`config.mk`:
```
export PLATFORM = sky130hd
export DESIGN_NAME = erro_delta_condicionador
export DESIGN_NICKNAME = d
export VERILOG_FILES = /design/src/rtl/erro_delta_condicionador.sv
export SDC_FILE = /design/constraint.sdc
export NUM_CORES = 1
export LEC_CHECK = 0
export ABC_AREA = 1
export CAP_MARGIN = 20
export CORE_MARGIN = 3
export CORE_UTILIZATION = 60
export DETAILED_ROUTE_END_ITERATION = 8
export GPL_ROUTABILITY_DRIVEN = 0
export PLACE_DENSITY = 0.85
export SYNTH_ARGS = -nofsm -noshare
export SYNTH_HDL_FRONTEND = slang
export SYNTH_SLANG_ARGS = --single-unit
```
`constraint.sdc`:
```
create_clock -name clk_0 -period 3.75 [get_ports clk_0]
set_input_delay 0.75 -clock clk_0 [delete_from_list [all_inputs] [get_ports clk_0]]
set_output_delay 0.75 -clock clk_0 [all_outputs]
set_load 0.01 [all_outputs]
```
`src/rtl/erro_delta_condicionador.sv`:
```
// -----------------------------------------------------------------------------
// erro_delta_condicionador
//   Input-conditioning stage for the fuzzy processor. It samples the setpoint
//   and the plant measurement, then derives the error E and the change of
//   error dE. Both values are scaled, saturated and offset into 8-bit unsigned
//   universes, where 128 represents zero. The block then opens the EN_REGRAS
//   window, during which the downstream inference chain runs.
//
//   Ports
//     clk_0          : system clock, rising edge
//     Srst           : synchronous active-high reset
//     Setpoint       : unsigned reference value (8 bit)
//     Medida         : unsigned plant measurement (8 bit)
//     Amostra_valida : single-cycle sample strobe
//     Pronto         : high while a new sample can be accepted (IDLE)
//     Entrada_01     : conditioned E, offset-binary (8 bit)
//     Entrada_02     : conditioned dE, offset-binary (8 bit)
//     EN_REGRAS      : inference enable window, JANELA cycles long
//     Overrun        : sticky, a strobe arrived while Pronto was low
//
//   Parameters
//     JANELA   : enable window length in cycles (2..255)
//     GANHO_E  : left-shift applied to E before saturation (0..3)
//     GANHO_DE : left-shift applied to dE before saturation (0..3)
//
//   Build option
//     FILTRO_DELTA_EN : when defined, dE is averaged with the previous
//                       unfiltered dE, (dE + dE_ant) >>> 1, before scaling.
// -----------------------------------------------------------------------------
module erro_delta_condicionador #(
  parameter int unsigned JANELA   = 16,
  parameter int unsigned GANHO_E  = 0,
  parameter int unsigned GANHO_DE = 0
) (
  input  logic       clk_0,
  input  logic       Srst,
  input  logic [7:0] Setpoint,
  input  logic [7:0] Medida,
  input  logic       Amostra_valida,
  output logic       Pronto,
  output logic [7:0] Entrada_01,
  output logic [7:0] Entrada_02,
  output logic       EN_REGRAS,
  output logic       Overrun
);

  localparam int unsigned DW  = 8;        // sample / universe width
  localparam int unsigned EW  = DW + 1;   // E: -255..255
  localparam int unsigned DEW = EW + 1;   // dE: -510..510
  localparam int unsigned DSW = DEW + 1;  // dE + dE_ant before halving
  localparam int unsigned SW  = DEW + 3;  // headroom for a shift of up to 3
  localparam int unsigned CW  = 8;        // window counter

  localparam logic [DW-1:0]        ZERO_OFS = DW'(128);
  localparam logic signed [SW-1:0] SAT_MAX  = SW'(127);
  localparam logic signed [SW-1:0] SAT_MIN  = -SW'(128);

  localparam logic [1:0] IDLE         = 2'd0;
  localparam logic [1:0] CALC         = 2'd1;
  localparam logic [1:0] PUBLICA      = 2'd2;
  localparam logic [1:0] JANELA_ATIVA = 2'd3;

  // Registered state
  logic [1:0]           state_q,    state_d;
  logic [DW-1:0]        sp_q,       sp_d;
  logic [DW-1:0]        med_q,      med_d;
  logic signed [EW-1:0] e_q,        e_d;
  logic signed [DEW-1:0] de_q,      de_d;
  logic signed [EW-1:0] erro_ant_q, erro_ant_d;
  logic                 primeira_q, primeira_d;
  logic [CW-1:0]        cnt_q,      cnt_d;
  logic [DW-1:0]        ent1_q,     ent1_d;
  logic [DW-1:0]        ent2_q,     ent2_d;
  logic                 en_q,       en_d;
  logic                 ovr_q,      ovr_d;
  logic                 pronto_q,   pronto_d;
`ifdef FILTRO_DELTA_EN
  logic signed [DEW-1:0] de_ant_q,  de_ant_d;
`endif

  // Datapath intermediates
  logic signed [EW-1:0]  e_calc_c;
  logic signed [DEW-1:0] de_raw_c;
  logic signed [DEW-1:0] de_sel_c;

  // Maps a scaled value to the 0..255 universe: clamp to -128..127, then add 128.
  function automatic logic [DW-1:0] sat_offset(input logic signed [SW-1:0] v);
    logic [DW-1:0] r;
    if (v > SAT_MAX) begin
      r = DW'(255);
    end else if (v < SAT_MIN) begin
      r = DW'(0);
    end else begin
      r = DW'(v - SAT_MIN);
    end
    return r;
  endfunction

  // Error and change of error from the latched sample. The first sample after
  // reset has no history, so its dE is forced to zero.
  always_comb begin
    e_calc_c = $signed({1'b0, sp_q}) - $signed({1'b0, med_q});
    de_raw_c = primeira_q ? '0 : (DEW'(e_calc_c) - DEW'(erro_ant_q));
  end

`ifdef FILTRO_DELTA_EN
  // Two-tap average of the raw dE. The arithmetic shift floors toward -inf.
  logic signed [DSW-1:0] de_sum_c;
  always_comb begin
    de_sum_c = DSW'(de_raw_c) + DSW'(de_ant_q);
    de_sel_c = DEW'(de_sum_c >>> 1);
  end
`else
  always_comb begin
    de_sel_c = de_raw_c;
  end
`endif

  // Next-state and next-value logic
  always_comb begin
    state_d    = state_q;
    sp_d       = sp_q;
    med_d      = med_q;
    e_d        = e_q;
    de_d       = de_q;
    erro_ant_d = erro_ant_q;
    primeira_d = primeira_q;
    cnt_d      = cnt_q;
    ent1_d     = ent1_q;
    ent2_d     = ent2_q;
    en_d       = en_q;
    ovr_d      = ovr_q;
`ifdef FILTRO_DELTA_EN
    de_ant_d   = de_ant_q;
`endif

    case (state_q)
      IDLE: begin
        if (Amostra_valida) begin
          sp_d    = Setpoint;
          med_d   = Medida;
          state_d = CALC;
        end
      end
      CALC: begin
        e_d        = e_calc_c;
        de_d       = de_sel_c;
        erro_ant_d = e_calc_c;
        primeira_d = 1'b0;
`ifdef FILTRO_DELTA_EN
        de_ant_d   = de_raw_c;
`endif
        state_d    = PUBLICA;
      end
      PUBLICA: begin
        ent1_d  = sat_offset(SW'(e_q)  <<< GANHO_E);
        ent2_d  = sat_offset(SW'(de_q) <<< GANHO_DE);
        en_d    = 1'b1;
        cnt_d   = CW'(JANELA - 1);
        state_d = JANELA_ATIVA;
      end
      JANELA_ATIVA: begin
        // The load value of JANELA-1 plus the terminal cycle keeps EN high JANELA cycles.
        if (cnt_q == '0) begin
          en_d    = 1'b0;
          state_d = IDLE;
        end else begin
          cnt_d = cnt_q - CW'(1);
        end
      end
      default: begin
        state_d = IDLE;
        en_d    = 1'b0;
      end
    endcase

    // A strobe outside IDLE is dropped. It is remembered only through the sticky flag.
    if (Amostra_valida && (state_q != IDLE)) begin
      ovr_d = 1'b1;
    end

    pronto_d = (state_d == IDLE);
  end

  // State and output registers
  always_ff @(posedge clk_0) begin
    if (Srst) begin
      state_q    <= IDLE;
      sp_q       <= '0;
      med_q      <= '0;
      e_q        <= '0;
      de_q       <= '0;
      erro_ant_q <= '0;
      primeira_q <= 1'b1;
      cnt_q      <= '0;
      ent1_q     <= ZERO_OFS;
      ent2_q     <= ZERO_OFS;
      en_q       <= 1'b0;
      ovr_q      <= 1'b0;
      pronto_q   <= 1'b1;
`ifdef FILTRO_DELTA_EN
      de_ant_q   <= '0;
`endif
    end else begin
      state_q    <= state_d;
      sp_q       <= sp_d;
      med_q      <= med_d;
      e_q        <= e_d;
      de_q       <= de_d;
      erro_ant_q <= erro_ant_d;
      primeira_q <= primeira_d;
      cnt_q      <= cnt_d;
      ent1_q     <= ent1_d;
      ent2_q     <= ent2_d;
      en_q       <= en_d;
      ovr_q      <= ovr_d;
      pronto_q   <= pronto_d;
`ifdef FILTRO_DELTA_EN
      de_ant_q   <= de_ant_d;
`endif
    end
  end

  assign Pronto     = pronto_q;
  assign Entrada_01 = ent1_q;
  assign Entrada_02 = ent2_q;
  assign EN_REGRAS  = en_q;
  assign Overrun    = ovr_q;

endmodule

```
==> impl_results.md <==
- Status: finished clean
- Layout Skew: 3.28 ps
- Critical path class: reg2reg
- Hold_sp: Entrada_02[4]$_SDFFE_PP0P_
- DIE AREA: 6260 µm²
- Fmax: 367 MHz
- Detailed Place HPWL: 5090 µm
- Antenna violations before repair: 0
- Crit path top cell by count: nand2_1
- Commonest cells in the netlist: 82 x nand2_1, 65 x dfxtp_1, 60 x inv_1, 55 x a21oi_1, 47 x nor2_1
- Fin nets: roughly 520
- Leakage power: 0.00165 µW
- Final wirelength: about 6900 µm
- First-pass GRT wire length: 11,800 µm
- Post-synthesis instance area: 3210 µm²
- Endpoints failing setup: 0
- Worst-Margin Slew: 717 ps
- Flops & latches, synth: 65
- Avg WL per Cell: 12.4 µm
- RSZ-0062 raised after global routing: no
- Area grow syn2layout: 19.1%
- Syn avg cell area: 7.24 µm²
- Row count: 25
- R2R cell count: 18
- Reg2Reg Setup Slack: 1030 ps
- Number of H-tree levels: 3
- FFs w/ async S/R, synth: 0
- IO Count: 38
- M1 WL: 3160 µm
- Post-synth EDFFs: 0
- Fin. Hold Viols: 0
- Crit. Startpoint: sp_q[0]$_SDFFE_PP0P_
- Cells after DPL: 538
- Fin crit share: 0.726
- Yosys warning total: 0
- Clock Tree Buf Depth: 2
- Prevailing post-synth register cell: dfxtp_1
- Area of the core: 4940 µm²
- CP bufs+invs: 3
- HP Class: reg2reg
- Via-per-instance ratio: 5.29
- Rel. slew slack: 0.522
- Largest cells by area after synthesis: dfxtp_1 41%, nand2_1 9.6%, a21oi_1 8.6%
- Worst r2r src: sp_q[0]$_SDFFE_PP0P_
- Die width: 79.1 µm
- Post-synthesis adder-cell area fraction: 0.0866
- Vias in the first global route: 2,716
- Synth Instances: 443
- Setup_tns: 0 ps
- WL met3: 419 µm
- Postcts setup bufs: 0
- Fill cells: 397
- Worst Path Max Fanout: 5
- CP Data Required Time: 3970 ps
- CP Cell Sequence: inv_1 > ha_1 > inv_1 > fa_1 > nand3_1 > nand2_1 > a21boi_0 > nand2_1 > nand2_1 > inv_1 > ha_1 > nand2_1 > nor2_1 > nand3_1 > nand3_1 > nand2_1 > nand3_1 > a21oi_1
- Hold Buf Count CTS: 0
- Final WS setup: roughly 1000 ps
- Xor/xnor cell area share of the yosys netlist: 0.0137
- Multi-input gate area: 1620 µm²
- Worst setup EP type: register
- Routed Antenna Nets: 0
- TritonCTS Sinks: 65
- Multiplexer share of the synthesized area: 0
- Final Util: 0.773
- Initial DRC Count: 180
- CTS Root Cell: clkbuf_8
- Count leader, synth: nand2_1
- CTS tree: built
- Synth unique cells: 33
- Resize count post-CTS: 0
- Total global routing overflow: 0
- Post-synthesis simple-gate area fraction: 0.226
- Clk_lat worst skew: ~340 ps
- Compound-Gate Fraction of Synth Area: 0.180
- Drt pass-1 iters: 5
- Pwr per Cell Area: 575 nW/µm²
- Seq/Total Area, Yosys: 0.406
- CP delay by family, top: simple AND/OR/NAND/NOR gates
- Non-filler instance count after layout: 554
- GRT Overall Usage: 0.237
- Number of CTS-inserted buffers: 9
- Syn nets: between 400 and 500
- Startpoint types: register
- WHS Path Cells: 2
- Tot Pwr: 2200 µW
- VDD IR max: 0.000425 V
- Routed via count: 2,932
- Initial cell density of the core: 0.649
- Clock slew at reported path FFs: around 70 ps
- Post-synth top area share: 0.406
- Die Ht: 79.1 µm
- Max_cap viols: 0
- Top layer in use: met4
- Pre-CTS setup slack: 1060 ps
- Share of layout cells above drive strength 1: 0.0513
- Crit path DAT: 2940 ps
- Max Slew Vio Count: 0
- Reg2Reg Capture Point: de_q[9]$_SDFFE_PP0N_
- Drt drc: 0
- Worst path max stage delay: roughly 400 ps
- Metal2 WL: 3190 µm
- Antenna fix cells: 0
- Crit path max-delay cell type: fa_1
- Final Critical Period: about 2700 ps
- Cell taking the most area after synthesis: dfxtp_1
- Largest net degree at the start of global routing: 31
- Total area of sequential cells: 1300 µm²
- PortBufs: 37
- Hold Path End: Entrada_02[4]$_SDFFE_PP0P_
- Largest family of logic cells by synthesized area: simple AND/OR/NAND/NOR gates
## cells by family (layout without fill, tap and decap cells)
group                    after synthesis  count (layout)
buffers and inverters                 74             118
flip-flops                            65              65
XOR/XNOR                               5               5
AO/OA/AOI/OAI                        110             110
AND/OR/NAND/NOR                      168             168
adder cells (fa/ha/maj)               21              21
## per-layer routing
metal  track usage  vias to the layer above
li1              -                     1526
met1         0.293                     1315
met2         0.393                       77
met3        0.0714                       14
met4        0.0773                        0
met5             0                        -
## per-stage QoR
step | hold slack [ps] | area, µm²
6_report | 462 | 3820
5_1_grt | 481 | 3820
4_1_cts | 466 | 3820
3_5_place_dp | 452 | 3630
3_3_place_gp | 439 | 3630
2_1_floorplan | 433 | 3210
## cell type report
class | count | share of cell area
tap | 67 | 0.0219
clock inverter | 3 | 0.0105
timing repair buffer | 39 | 0.101
multi-input combinational | 304 | 0.425
inverter | 63 | 0.0625
clock buffer | 13 | 0.0390
sequential | 65 | 0.341
## report_power, final
group          switching, µW  total, µW  internal, µW
logic                    502        824           322
clock network            248        572           324
registers               44.7        803           758
## sequential cells by signal (all words and copies together), names as in the netlist
signal / cells
EN_REGRAS: 1
Entrada_01: 8
Overrun: 1
med_q: 8
primeira_q: 1
sp_q: 8
cnt_q: 8
Entrada_02: 8
erro_ant_q: 9
state_q: 2
Pronto: 1
de_q: 10
## worst max path at each step
stage	to	slack, ps	cells past startpoint
2_1_floorplan	de_q[9]$_SDFFE_PP0N_	1320	18
3_3_place_gp	de_q[9]$_SDFFE_PP0N_	1200	18
3_5_place_dp	de_q[9]$_SDFFE_PP0N_	1060	18
4_1_cts	de_q[9]$_SDFFE_PP0N_	1030	18
5_1_grt	de_q[9]$_SDFFE_PP0N_	750	18
6_report	de_q[9]$_SDFFE_PP0N_	1030	18
## tightest hold or removal path, delay by kind of cell, from the launching register on
family	cells	cell delay, ps
flip-flops	1	330
AND/OR/NAND/NOR	1	50
AO/OA/AOI/OAI	1	60
## layout by cell type, fill, tap and decap left out, types with 10 or more instances in the layout
cell type | Yosys | final
o21ai_0 | 42 | 42
dfxtp_1 | 65 | 65
nand3_1 | 19 | 19
a21oi_1 | 55 | 55
nand2_1 | 82 | 82
ha_1 | 19 | 19
inv_1 | 60 | 60
nor2_1 | 47 | 47
clkdlybuf4s50_1 | 0 | 37
clkbuf_8 | 0 | 10
Note: power is estimated with default switching activity, not from simulation.
